**config.mk**
```make
export PLATFORM = sky130hd
export DESIGN_NAME = messbauer_channel_sequencer
export DESIGN_NICKNAME = d
export VERILOG_FILES = /design/src/rtl/messbauer_channel_sequencer.sv
export SDC_FILE = /design/constraint.sdc
export NUM_CORES = 1
export LEC_CHECK = 0
export ABC_AREA = 1
export ABC_CLOCK_PERIOD_IN_PS = 4300
export CAP_MARGIN = 25
export CORE_ASPECT_RATIO = 1.5
export CORE_MARGIN = 2
export CORE_UTILIZATION = 30
export CTS_CLUSTER_SIZE = 24
export DETAILED_ROUTE_END_ITERATION = 6
export GPL_TIMING_DRIVEN = 1
export SLEW_MARGIN = 10
export SYNTH_ARGS = -nofsm -noshare
export SYNTH_HDL_FRONTEND = slang
export SYNTH_SLANG_ARGS = --single-unit
```
**constraint.sdc**
```tcl
create_clock -name aclk -period 4.3 [get_ports aclk]
set_input_delay 0.86 -clock aclk [delete_from_list [all_inputs] [get_ports aclk]]
set_output_delay 0.86 -clock aclk [all_outputs]
set_load 0.02 [all_outputs]
```
**src/rtl/messbauer_channel_sequencer.sv**
```systemverilog
// ============================================================================
// Module   : messbauer_channel_sequencer
// Brief    : Start pulse / channel clock timing source for the Messbauer sweep.
//            Optional sweep counter enabled by MESSBAUER_CYCLE_COUNTER_EN.
// Revision : 1.0 - initial release
// ============================================================================
`default_nettype none

module messbauer_channel_sequencer #(
  parameter int CHANNEL_HALF_PERIOD = 6400,
  parameter int CHANNEL_COUNT       = 4096,
  parameter int START_PULSE_LEN     = 4
) (
  input  logic        aclk,
  input  logic        areset,
  input  logic        enable,
  output logic        start,
  output logic        channel,
  output logic [11:0] channel_index,
  output logic        reverse,
  output logic        cycle_done,
`ifdef MESSBAUER_CYCLE_COUNTER_EN
  output logic [15:0] cycle_count,
`endif
  output logic        busy
);

  localparam int PW  = (CHANNEL_HALF_PERIOD > 1) ? $clog2(CHANNEL_HALF_PERIOD) : 1;
  localparam int PCW = (START_PULSE_LEN > 1) ? $clog2(START_PULSE_LEN) : 1;

  localparam logic [PW-1:0]  PRESC_LAST = PW'(CHANNEL_HALF_PERIOD - 1);
  localparam logic [PCW-1:0] PULSE_LAST = PCW'(START_PULSE_LEN - 1);
  localparam logic [11:0]    INDEX_LAST = 12'(CHANNEL_COUNT - 1);
  localparam logic [11:0]    INDEX_HALF = 12'(CHANNEL_COUNT / 2);

  typedef enum logic [1:0] {
    S_IDLE  = 2'd0,
    S_START = 2'd1,
    S_RUN   = 2'd2
  } state_t;

  state_t         state_q, state_d;
  logic           start_q, start_d;
  logic           channel_q, channel_d;
  logic [11:0]    index_q, index_d;
  logic           reverse_q, reverse_d;
  logic           done_q, done_d;
  logic           busy_q, busy_d;
  logic [PW-1:0]  presc_q, presc_d;
  logic [PCW-1:0] pulse_q, pulse_d;

  always_ff @(posedge aclk or posedge areset) begin
    if (areset) begin
      state_q   <= S_IDLE;
      start_q   <= 1'b0;
      channel_q <= 1'b1;
      index_q   <= 12'd0;
      reverse_q <= 1'b0;
      done_q    <= 1'b0;
      busy_q    <= 1'b0;
      presc_q   <= '0;
      pulse_q   <= '0;
    end else begin
      state_q   <= state_d;
      start_q   <= start_d;
      channel_q <= channel_d;
      index_q   <= index_d;
      reverse_q <= reverse_d;
      done_q    <= done_d;
      busy_q    <= busy_d;
      presc_q   <= presc_d;
      pulse_q   <= pulse_d;
    end
  end

  always_comb begin
    state_d   = state_q;
    start_d   = start_q;
    channel_d = channel_q;
    index_d   = index_q;
    done_d    = 1'b0;
    busy_d    = busy_q;
    presc_d   = presc_q;
    pulse_d   = pulse_q;

    case (state_q)
      S_IDLE: begin
        channel_d = 1'b1;
        start_d   = 1'b0;
        busy_d    = 1'b0;
        if (enable) begin
          state_d = S_START;
          start_d = 1'b1;
          busy_d  = 1'b1;
          pulse_d = '0;
          index_d = 12'd0;
        end
      end

      S_START: begin
        channel_d = 1'b1;
        index_d   = 12'd0;
        if (pulse_q == PULSE_LAST) begin
          state_d = S_RUN;
          start_d = 1'b0;
          presc_d = '0;
        end else begin
          pulse_d = pulse_q + 1'b1;
        end
      end

      S_RUN: begin
        if (presc_q == PRESC_LAST) begin
          presc_d   = '0;
          channel_d = ~channel_q;
          // A low channel about to toggle is the rising edge that closes a channel.
          if (!channel_q) begin
            if (index_q == INDEX_LAST) begin
              index_d = 12'd0;
              done_d  = 1'b1;
              if (enable) begin
                state_d = S_START;
                start_d = 1'b1;
                pulse_d = '0;
              end else begin
                state_d = S_IDLE;
                busy_d  = 1'b0;
              end
            end else begin
              index_d = index_q + 12'd1;
            end
          end
        end else begin
          presc_d = presc_q + 1'b1;
        end
      end

      default: begin
        state_d   = S_IDLE;
        start_d   = 1'b0;
        channel_d = 1'b1;
        index_d   = 12'd0;
        busy_d    = 1'b0;
      end
    endcase

    // Compare on the next index so reverse moves on the same clock as the index.
    reverse_d = (index_d >= INDEX_HALF);
  end

`ifdef MESSBAUER_CYCLE_COUNTER_EN
  logic [15:0] count_q, count_d;

  always_comb begin
    count_d = count_q;
    if (done_d && (count_q != 16'hFFFF)) begin
      count_d = count_q + 16'd1;
    end
  end

  always_ff @(posedge aclk or posedge areset) begin
    if (areset) begin
      count_q <= 16'd0;
    end else begin
      count_q <= count_d;
    end
  end

  assign cycle_count = count_q;
`endif

  assign start         = start_q;
  assign channel       = channel_q;
  assign channel_index = index_q;
  assign reverse       = reverse_q;
  assign cycle_done    = done_q;
  assign busy          = busy_q;

endmodule

`default_nettype wire

```
==> flow_metrics.env, run 1 <==
export IMPL_status="complete, no violations"
export IMPL_nFillCells=834
export IMPL_cp_required_ps=3440
export IMPL_crit_path_start_kind="flop"
export IMPL_path_cells="clkdlybuf4s50_1"
export IMPL_synthTopCellsByArea="dfrtp_1 37%, nand2_1 16%, nand3_1 7.7%"
export IMPL_path_buf_inv=1
export IMPL_path_depth=1
export IMPL_via_count=2078
export IMPL_synth_seq_cells=34
export IMPL_yosys_cell_types_count=29
export IMPL_worstPathArrival_ps=1580
export IMPL_cts_htree_levels=2
export IMPL_period_needed_ps=2440
export IMPL_numCtsBuffers=5
export IMPL_ir_drop_uv=274
export IMPL_end_kind="output pin"
export IMPL_final_cells=439
export IMPL_grt_max_degree=35
export IMPL_leakagePower_nw=1.18
export IMPL_syn_area_sq_mm=0.00222
export IMPL_setup_ws_ps=1860
export IMPL_cts_num_sinks=34
export IMPL_fmax_mhz=411
export IMPL_path_clk_slew_ps=60
export IMPL_hold_viol_final=0
export IMPL_clk_latency_ps=290
export IMPL_cts_root_buf="clkbuf_8"
export IMPL_hold_class="flop to flop"
export IMPL_routedWlPerCell_um=12.4
export IMPL_die_h_um=109
export IMPL_rsz0062_at_grt="no"
export IMPL_max_stage_delay_ps=660
export IMPL_hold_depth=2
export IMPL_cap_violations=0
export IMPL_tightest_slew_ps=459
export IMPL_power_density_mw_per_mm2=370
export IMPL_grt_overflow_total=0
export IMPL_place_area_sq_mm=0.00250
export IMPL_dp_slack_ps=2030
export IMPL_cts_tree="done"
export IMPL_slew_headroom=0.694
export IMPL_critical_path_class="flop to output pin"
export IMPL_wl_um=5460
export IMPL_setup_tns_ps=0
export IMPL_crit_family="buffers and inverters"
export IMPL_port_buffers=19
export IMPL_start_util=0.307
export IMPL_dr_first_iter_drc_count=84
export IMPL_drive_gt1_frac=0.109
export IMPL_hold_buffers=0
export IMPL_stdcell_area_sq_mm=0.00259
export IMPL_track_usage=0.148
export IMPL_regArea_sq_um=852
export IMPL_place_gp_congestion=0.859
export IMPL_skew_ps=10.9
export IMPL_synth_top_area_share=0.372
export IMPL_cts_resized=0
export IMPL_setup_viol=0
export IMPL_antenna_found_initial=0
export IMPL_via_per_inst=4.73
export IMPL_first_pass_iters=4
export IMPL_reg2reg_depth=8
export IMPL_ant_nets=0
export IMPL_clockBufferDepth=2
export IMPL_worstPathMaxFanout=9
export IMPL_drc_errors=0
export IMPL_ys_warn_count=0
export IMPL_cpMaxStageDelayCell="clkdlybuf4s50_1"
export IMPL_core_sq_mm=0.00723
export IMPL_multi_input_area_sq_mm=0.00115
export IMPL_hpwlAfterDp_um=4050
export IMPL_ys_seq_area_frac=0.384
export IMPL_postSynthCellCount=315
export IMPL_grt_pass1_vias=1989
export IMPL_antennaDiodeCount=0
export IMPL_rows=38
export IMPL_nets=344
export IMPL_dp_cells=431
export IMPL_fp_dieW_um=74.3
export IMPL_ios=20
export IMPL_drv_slew=0
export IMPL_grt_first_pass_wirelength_um=9280
export IMPL_fin_util=0.359
export IMPL_dieArea_sq_mm=0.00812
export IMPL_syn_num_nets=321
export IMPL_synth_area_leader_cell="dfrtp_1"
export IMPL_finalCritPeriodShare=0.567
export IMPL_synth_area_per_cell_sq_um=7.05
export IMPL_post_cts_buffers=0
export IMPL_area_delta_synth_final_pct=16.7
[state kept, by name (all words and copies together) (netlist names)]
name           cells
cycle_done         1
state_q            2
start              1
channel_index     12
reverse            1
presc_q           13
channel            1
busy               1
pulse_q            2
[worst min-delay path: cells and delay by family, from the launching register on]
family | cells | cell delay (ps)
flip-flops | 1 | 350
AND/OR/NAND/NOR | 2 | 100
[metal layers]
layer | up-vias | track usage | part of all wire
li1 | 1056 | - | -
met1 | 987 | 0.164 | 0.42
met2 | 28 | 0.280 | 0.54
met3 | 7 | 0.0238 | 0.023
met4 | 0 | 0.0446 | 0.017
met5 | - | 0 | 0
[kinds of logic after synthesis]
logic type      Yosys count  synth area share
compound gates           31            0.0738
xor+xnor                  3            0.0118
fa+ha+maj                 3            0.0169
buf+inv                  49            0.0969
flops                    34             0.384
simple gates            195             0.417
[per-stage QoR]
| step | total power [mW] | hold slack, ps |
|---|---|---|
| after floorplan | 0.644 | 446 |
| after global placement | 0.705 | 459 |
| after detailed placement | 0.715 | 467 |
| after CTS | 0.971 | 484 |
| after global routing | 1.02 | 524 |
| final | 0.958 | 477 |
[power breakdown]
part           leakage, nW  switching [mW]  internal (mW)
Combinational        0.692           0.159          0.101
Sequential           0.445          0.0631          0.384
Clock               0.0455           0.121          0.131
Total                 1.18           0.343          0.615
[placed cells by master (no fill, tap or decap), drive strengths merged]
master         instances
xor2                   3
dfrtp                 33
clkdlybuf4s50         19
inv                   43
a32o                   1
buf                    1
nand2                103
ha                     3
dfstp                  1
nand3b                 1
clkinv                 2
clkbuf                 8
o22ai                  3
nand4                  9
nand3                 38
nor2                  36
or2                    2
a21oi                  4
nor3                   6
o21ai                 23
[path summary, 6_finish.rpt]
path,start,endpoint,slack [ps]
min,pulse_q[1],pulse_q[1],480
min in group asynchronous,areset,presc_q[1],980
max in group asynchronous,areset,channel,2960
max reg2reg,presc_q[0],reverse,2470
max,channel,channel,1860
min reg2reg,pulse_q[1],pulse_q[1],480
[cells in the mapped netlist (all sizes together)]
cell type  number
dfstp           1
inv            43
or2             2
clkinv          2
dfrtp          33
clkbuf          1
nand2         103
o22ai           3
ha              3
nor2           36
buf             3
nand3          38
nand3b          1
nand4           9
a21oi           4
o21ai          23
xor2            3
a32o            1
nor3            6
[final cells by class]
| class | instances | area share |
|---|---|---|
| clock buffer | 8 | 0.0347 |
| multi-input combinational | 232 | 0.445 |
| tap | 100 | 0.0483 |
| timing repair buffer | 20 | 0.0763 |
| sequential | 34 | 0.329 |
| inverter | 45 | 0.0671 |
No activity file was read; power rests on OpenSTA's default activity.
==> run 2: changes to the inputs <==
--- a/config.mk
+++ b/config.mk
@@ -6,7 +6,7 @@
 export NUM_CORES = 1
 export LEC_CHECK = 0
 export ABC_AREA = 1
-export ABC_CLOCK_PERIOD_IN_PS = 4300
+export ABC_CLOCK_PERIOD_IN_PS = 2200
 export CAP_MARGIN = 25
 export CORE_ASPECT_RATIO = 1.5
 export CORE_MARGIN = 2
==> constraint.sdc (replaced) <==
create_clock -name aclk -period 2.2 [get_ports aclk]
set_input_delay 0.44 -clock aclk [delete_from_list [all_inputs] [get_ports aclk]]
set_output_delay 0.44 -clock aclk [all_outputs]
set_load 0.02 [all_outputs]
==> run 2 against run 1 <==
Effect of this change: routed wire length up 1.3%; first-iteration DRC count up 25%; cell count up 0.23%; critical path depth unchanged; largest power group unchanged; critical path type unchanged; combinational power up 95%; register-to-register slack worse by 1900 ps; die area unchanged; clock power up 96%; highest routed layer unchanged.
==> flow_metrics.env, run 2 (synthesized netlist as in run 1, its figures left out) <==
export IMPL_status="complete, no violations"
export IMPL_cts_resized=0
export IMPL_track_usage=0.155
export IMPL_grt_most_used_layer="met2"
export IMPL_grt_first_pass_wirelength_um=9650
export IMPL_cts_htree_levels=2
export IMPL_slew_headroom=0.699
export IMPL_setup_ws_ps=181
export IMPL_drv_slew=0
export IMPL_first_pass_iters=4
export IMPL_dr_first_iter_drc_count=105
export IMPL_cap_violations=0
export IMPL_clk_latency_ps=290
export IMPL_dp_slack_ps=336
export IMPL_drive_gt1_frac=0.112
export IMPL_cts_num_sinks=34
export IMPL_grt_use_met2=0.274
export IMPL_via_count=2081
export IMPL_area_delta_synth_final_pct=17.1
export IMPL_port_buffers=19
export IMPL_critical_path_class="flop to output pin"
export IMPL_period_needed_ps=2020
export IMPL_layout_commonest_cell="nand2_1"
export IMPL_power_density_mw_per_mm2=722
export IMPL_clockBufferDepth=2
export IMPL_setup_tns_ps=0
export IMPL_antenna_found_initial=0
export IMPL_nFillCells=818
export IMPL_fin_hold_ws_ps=474
export IMPL_setup_viol=0
export IMPL_cpMaxStageDelayCell="dfstp_2"
export IMPL_end_kind="output pin"
export IMPL_post_cts_buffers=0
export IMPL_rows=38
export IMPL_cp_required_ps=1760
export IMPL_dieArea_sq_mm=0.00812
export IMPL_grt_overflow_total=0
export IMPL_crit_path_start_kind="flop"
export IMPL_numCtsBuffers=5
export IMPL_grt_max_degree=35
export IMPL_routedWlPerCell_um=12.6
export IMPL_ios=20
export IMPL_cts_tree="done"
export IMPL_skew_ps=8.36
export IMPL_largest_reg_flops=13
export IMPL_die_h_um=109
export IMPL_place_gp_congestion=0.860
export IMPL_hold_class="flop to flop"
export IMPL_worst_r2r_setup_slack_ps=560
export IMPL_regMostFlops="presc_q"
export IMPL_core_sq_mm=0.00723
export IMPL_wl_um=5520
export IMPL_worstPathArrival_ps=1580
export IMPL_fp_dieW_um=74.3
export IMPL_start_util=0.307
export IMPL_finalCritPeriodShare=0.918
export IMPL_max_stage_delay_ps=650
export IMPL_grt_met3_usage=0.0266
export IMPL_final_cell_mix="95 x nand2_1, 37 x inv_1, 34 x nand3_1"
export IMPL_crit_family="flip-flops"
export IMPL_grt_pass1_vias=2055
export IMPL_cts_root_buf="clkbuf_8"
export IMPL_hpwlAfterDp_um=4130
export IMPL_nets=345
export IMPL_fin_util=0.360
export IMPL_fmax_mhz=495
export IMPL_path_clk_slew_ps=70
export IMPL_path_cells="clkdlybuf4s50_1"
export IMPL_ant_nets=0
export IMPL_path_buf_inv=1
export IMPL_drc_errors=0
export IMPL_hold_viol_final=0
export IMPL_ir_drop_uv=560
export IMPL_tightest_slew_ps=452
export IMPL_worstPathMaxFanout=9
export IMPL_hold_buffers=0
export IMPL_via_per_inst=4.73
export IMPL_rsz0062_at_grt="no"
export IMPL_antennaDiodeCount=0
export IMPL_leakagePower_nw=1.19
export IMPL_use_met1=0.180
run 2: through the flow:
stage / cell area [sq um] / power (mW) / instances
final: 2600 / 1.88 / 440
after global routing: 2600 / 2.02 / 440
after CTS: 2600 / 1.90 / 440
after detailed placement: 2510 / 1.40 / 432
after global placement: 2510 / 1.38 / 432
after floorplan: 2220 / 1.26 / 315
run 2: power breakdown:
group	switching [mW]	internal [mW]	leakage, nW
Sequential	0.124	0.750	0.445
Clock	0.239	0.256	0.0455
Combinational	0.311	0.197	0.697
Total	0.674	1.20	1.19
run 2: layer usage:
layer  up-vias  part of all wire
met5         -                 0
met4         0             0.028
met3        12             0.034
met2        41              0.53
met1       970              0.41
li1       1058                 -
run 2: cell type report:
cell class	count	area (sq um)	share of cell area
multi-input combinational	232	1150	0.444
sequential	34	852	0.328
timing repair buffer	21	205	0.0789
inverter	45	174	0.0669
clock buffer	8	90.1	0.0346
tap	100	125	0.0481
run 2: path summary, 6_finish.rpt:
check / from / endpoint / cells past startpoint
min in group asynchronous: areset / presc_q[1] / 3
max in group asynchronous: areset / channel / 3
setup reg to reg: presc_q[9] / channel_index[0] / 8
hold / removal: start / start / 2
hold reg to reg: start / start / 2
setup / recovery: channel / channel / 1
==> run 3: changes to the inputs <==
--- a/config.mk
+++ b/config.mk
@@ -11,6 +11,7 @@
 export CORE_ASPECT_RATIO = 1.5
 export CORE_MARGIN = 2
 export CORE_UTILIZATION = 30
+export CTS_CLUSTER_DIAMETER = 100
 export CTS_CLUSTER_SIZE = 24
 export DETAILED_ROUTE_END_ITERATION = 6
 export GPL_TIMING_DRIVEN = 1
==> results of run 3 <==
Same layout as run 2: the final DEF is identical, and so are final timing and power.
